[src/rtl/fifoc2mac.sv]
// Transmit bridge: pulls a programmed number of bytes from the device FIFO into the
// MAC UDP transmit buffer, then requests a frame and reports done to the control FSM.
module fifoc2mac (
   input  logic        clk,
   input  logic        rst,
   input  logic        fs,
   output logic        fd,
   output logic [3:0]  so,
   input  logic [7:0]  fifoc_rxd,
   output logic        fifoc_rxen,
   input  logic        fifoc_empty,
   input  logic [11:0] dev_tx_len,
   output logic [7:0]  udp_txd,
   output logic [10:0] udp_tx_addr,
   output logic        udp_tx_en,
   output logic [15:0] udp_tx_len,
   output logic        udp_tx_req,
   input  logic        udp_tx_ack
);

   localparam logic [11:0] MaxLen = 12'd1472;

   typedef enum logic [2:0] {
      StIdle = 3'd0,
      StWork = 3'd1,
      StTail = 3'd2,
      StSend = 3'd3,
      StLast = 3'd4
   } state_e;

   state_e      state_q, state_d;
   logic [11:0] reg_len_q, reg_len_d;
   logic [11:0] rd_cnt_q, rd_cnt_d;
   logic [10:0] tx_addr_q, tx_addr_d;
   logic        tx_en_q, tx_en_d;
   logic [15:0] tx_len_q, tx_len_d;
   logic [11:0] sat_len;

   assign sat_len = (dev_tx_len > MaxLen) ? MaxLen : dev_tx_len;

   always_ff @(posedge clk or posedge rst) begin
      if (rst) begin
         state_q <= StIdle;
      end else begin
         state_q <= state_d;
      end
   end

   always_comb begin
      state_d = state_q;
      unique case (state_q)
         StIdle: begin
            if (fs) begin
               state_d = (dev_tx_len == 12'd0) ? StLast : StWork;
            end
         end
         StWork: begin
            if (fifoc_rxen && (rd_cnt_q == reg_len_q - 12'd1)) begin
               state_d = StTail;
            end
         end
         StTail: state_d = StSend;
         StSend: begin
            if (udp_tx_ack) begin
               state_d = StLast;
            end
         end
         StLast: begin
            if (!fs) begin
               state_d = StIdle;
            end
         end
         default: state_d = StIdle;
      endcase
   end

   always_comb begin
      so         = {1'b0, state_q};
      fd         = (state_q == StLast);
      fifoc_rxen = (state_q == StWork) && !fifoc_empty;
      udp_tx_req = (state_q == StSend);
   end

   always_comb begin
      reg_len_d = reg_len_q;
      tx_len_d  = tx_len_q;
      rd_cnt_d  = rd_cnt_q;
      tx_addr_d = tx_addr_q;
      tx_en_d   = fifoc_rxen;
      if (state_q == StIdle) begin
         rd_cnt_d  = 12'd0;
         tx_addr_d = 11'd0;
         if (fs) begin
            reg_len_d = sat_len;
            tx_len_d  = {4'h0, sat_len} + 16'h8;
         end
      end else begin
         if (fifoc_rxen) begin
            rd_cnt_d = rd_cnt_q + 12'd1;
         end
         // Address advances after the write it labelled, so byte k lands at k.
         if (tx_en_q) begin
            tx_addr_d = tx_addr_q + 11'd1;
         end
      end
   end

   always_ff @(posedge clk or posedge rst) begin
      if (rst) begin
         reg_len_q <= 12'd0;
         rd_cnt_q  <= 12'd0;
         tx_addr_q <= 11'd0;
         tx_en_q   <= 1'b0;
         tx_len_q  <= 16'h0008;
      end else begin
         reg_len_q <= reg_len_d;
         rd_cnt_q  <= rd_cnt_d;
         tx_addr_q <= tx_addr_d;
         tx_en_q   <= tx_en_d;
         tx_len_q  <= tx_len_d;
      end
   end

   assign udp_txd     = fifoc_rxd;
   assign udp_tx_en   = tx_en_q;
   assign udp_tx_addr = tx_addr_q;
   assign udp_tx_len  = tx_len_q;

endmodule

[config.mk]
export PLATFORM = sky130hd
export DESIGN_NAME = fifoc2mac
export DESIGN_NICKNAME = d
export VERILOG_FILES = /design/src/rtl/fifoc2mac.sv
export SDC_FILE = /design/constraint.sdc
export NUM_CORES = 1
export LEC_CHECK = 0
export CORE_MARGIN = 5
export CORE_UTILIZATION = 47
export CTS_BUF_LIST = sky130_fd_sc_hd__clkbuf_8
export DETAILED_ROUTE_END_ITERATION = 10
export PLACE_DENSITY_LB_ADDON = 0.15
export SYNTH_ARGS = -nofsm -noshare
export SYNTH_HDL_FRONTEND = slang
export SYNTH_SLANG_ARGS = --single-unit
[constraint.sdc]
create_clock -name clk -period 1.8 [get_ports clk]
set_input_delay 0.18 -clock clk [delete_from_list [all_inputs] [get_ports clk]]
set_output_delay 0.18 -clock clk [all_outputs]
set_load 0.02 [all_outputs]
==> results.md <==
- Initial antenna violation count: 0
- Worst Setup End Kind: flop
- DP HPWL: 5480 um
- Final-report max-slew violation count: 0
- CTS Hold Bufs: 0
- Worst-Skew Late Latency: 300 ps
- Area Overhead vs Synth: 36.3%
- # port buffers: 47
- Synth Area per Inst: 9.17 um^2
- Sequential element share of the synthesized area: 42.5%
- Synth Flop Type: dfrtp_1
- Die area: 0.00781 mm^2
- Ant diodes: 0
- Nets: 435
- Initial Utilization: 48.5%
- Fin area: 0.00394 mm^2
- Power Total: 0.00509 W
- FMAX: 506 MHz
- Tcrit/Tclk final: 110%
- Drt pass-1 iters: 4
- Yosys warns: 0
- Via count: 2635
- Gpl congestion: 0.857
- Clock-pin slew on the worst setup and hold paths: 90 ps
- Most frequent cells in the layout: 57 x buf_4, 47 x dfrtp_1, 44 x nor2_1
- CTS H-tree lvls: 2
- Antenna Violating Nets Remaining: 0
- Crit path kind: reg2reg
- Post-synth EDFFs: 0
- Crit path DAT: 2150 ps
- Final setup violation count: 2
- Final Hold Violating Endpoints: 0
- Max Cap Viol: 0
- Die height: 88.4 um
- RSZ-0062 raised after global routing: true
- Cell area after synthesis: 0.00289 mm^2
- Finished Core Util: 66.1%
- Num ports: 68
- Failing checks: negative setup slack
- Power Dens Cells: 1290 mW/mm^2
- Core area: 0.00596 mm^2
- First-pass GRT wire length: 12100 um
- CTS Root Cell: clkbuf_8
- PnR worst setup slack: -178 ps
- R2R depth: 6
- Pin count of the biggest net entering global routing: 26
- CTS Buf Count: 5
- GRT Residual Overflow: 0
- Least-Margin Pin Slew: 516 ps
- Minimum clock period: 1980 ps
- Wire per inst: 15.4 um
- Row count: 28
- Reg2reg setup slack: -180 ps
- Initial drt markers: 93
- Worst r2r src: reg_len_q[5]
- DRT Wirelength: 7400 um
- Chip width: 88.4 um
- Critical Path Fanout Max: 4
- Setup slack at placement: -315 ps
- TritonCTS clock tree: built
- CP Launch Type: flop
- Number of global-route vias before repair: 2543
- Synthesized flop and latch total: 49
- Status: finished with violations
- Hold Path Class: in2async
- Post-DP Area: 0.00374 mm^2
- GRT Util Overall: 19.6%
- Clock Skew: 4.95 ps
- Leakage Power: 1.83 nW
- Slew headroom: 64.7%
- Share of cells above drive strength 1: 23.8%
- Most common cell after layout, fill and taps aside: buf_4
- TritonCTS sink count: 49
- Residual DRC: 0
- Async set or reset register ratio after synthesis: 100%
- Critical Path RT: 1970 ps
- Clock buffer depth: 2
- Worst reg2reg path endpoint: state_q[0]
- Synthesized instance count: 315
- Count of cell types in the netlist: 56
- VDD IR max: 0.882 mV
- DR vias/cell: 5.47
## synthesized netlist by cell type (all sizes together) (5+ instances only)
cell	instances	area, um^2
buf	15	113
inv	8	30.0
or3	5	36.3
nor3	6	35.0
and3	6	37.5
nand3	11	55.1
a31o	5	43.8
and2	6	37.5
xor2	17	149
nor2	49	184
nand2	30	113
o21ai	10	50.0
a21oi	7	35.0
clkbuf	12	45.0
xnor2	17	149
nand4	12	75.1
a31oi	5	31.3
dfrtp	48	1200
## per-layer routing
layer  vias up  wire length [um]  global-route usage (%)
met5         -                 0                       0
met4         0               136                    7.01
met3        12               414                    3.17
met2        74              3520                    31.3
met1      1278              3330                    27.1
li1       1271                 -                       -
## area by class of cell
type                    instances  area (um^2)
inverters                       9         33.8
multi-input cells             233         1530
clock inverters                 3         17.5
clock buffers                   5         68.8
repair buffers                108          968
well taps                      75         93.8
fillers                       527         2020
flip-flops and latches         49         1230
## where the power goes
part	switching (W)	total (W)	internal, W
Clock	0.000381	0.000650	0.000269
Combinational	0.00137	0.00278	0.00141
Sequential	0.000255	0.00166	0.00140
Total	0.00201	0.00509	0.00308
## metrics by stage
| step | hold slack, ps | cells | TNS (ps) |
|---|---|---|---|
| after floorplan | 301 | 318 | -1730 |
| after global placement | 360 | 467 | -1660 |
| after detailed placement | 360 | 467 | -2160 |
| after CTS | 175 | 477 | -327 |
| after global routing | 183 | 482 | -636 |
| final | 164 | 482 | -338 |
## state kept, by name, summed over array words and instances (netlist names)
register / count
udp_tx_addr: 11
reg_len_q: 12
state_q: 3
udp_tx_len: 10
udp_tx_en: 1
rd_cnt_q: 12
## how the worst max path moves through the flow
stage | startpoint | end | slack (ps) | cells after the start
final | reg_len_q[5] | state_q[0] | -180 | 6
after global routing | reg_len_q[5] | state_q[0] | -290 | 6
after CTS | reg_len_q[5] | state_q[0] | -170 | 6
after detailed placement | dev_tx_len[5] | udp_tx_len[7] | -320 | 10
after global placement | dev_tx_len[2] | udp_tx_len[9] | -250 | 10
after floorplan | state_q[1] | rd_cnt_q[11] | -170 | 6
## kinds of logic after synthesis
logic type,synth area share (%)
adders and majority gates,1.73
DFF,42.5
and+or+nand+nor,24.7
buffers and inverters,6.63
AOI/OAI and AO/OA,12.1
xor gates and xnor gates,11.1
other,0.130
muxes,1.13
## repair_timing
action / 4_1_cts / 5_1_grt
endpoints found under the setup margin: 5 / 15
pin swaps: 7 / 13
setup buffers: 2 / 5
endpoints found under the hold margin: 0 / 0
gates resized for setup: 8 / 17
## critical path, cell delays in order (launching register included)
cell     delay (ps)
dfrtp_1         390
or4_4           580
buf_6           150
nor4b_4         270
xnor2_1         100
nor4_2          200
a41oi_1         150
Note: power is estimated with default switching activity, not from simulation.
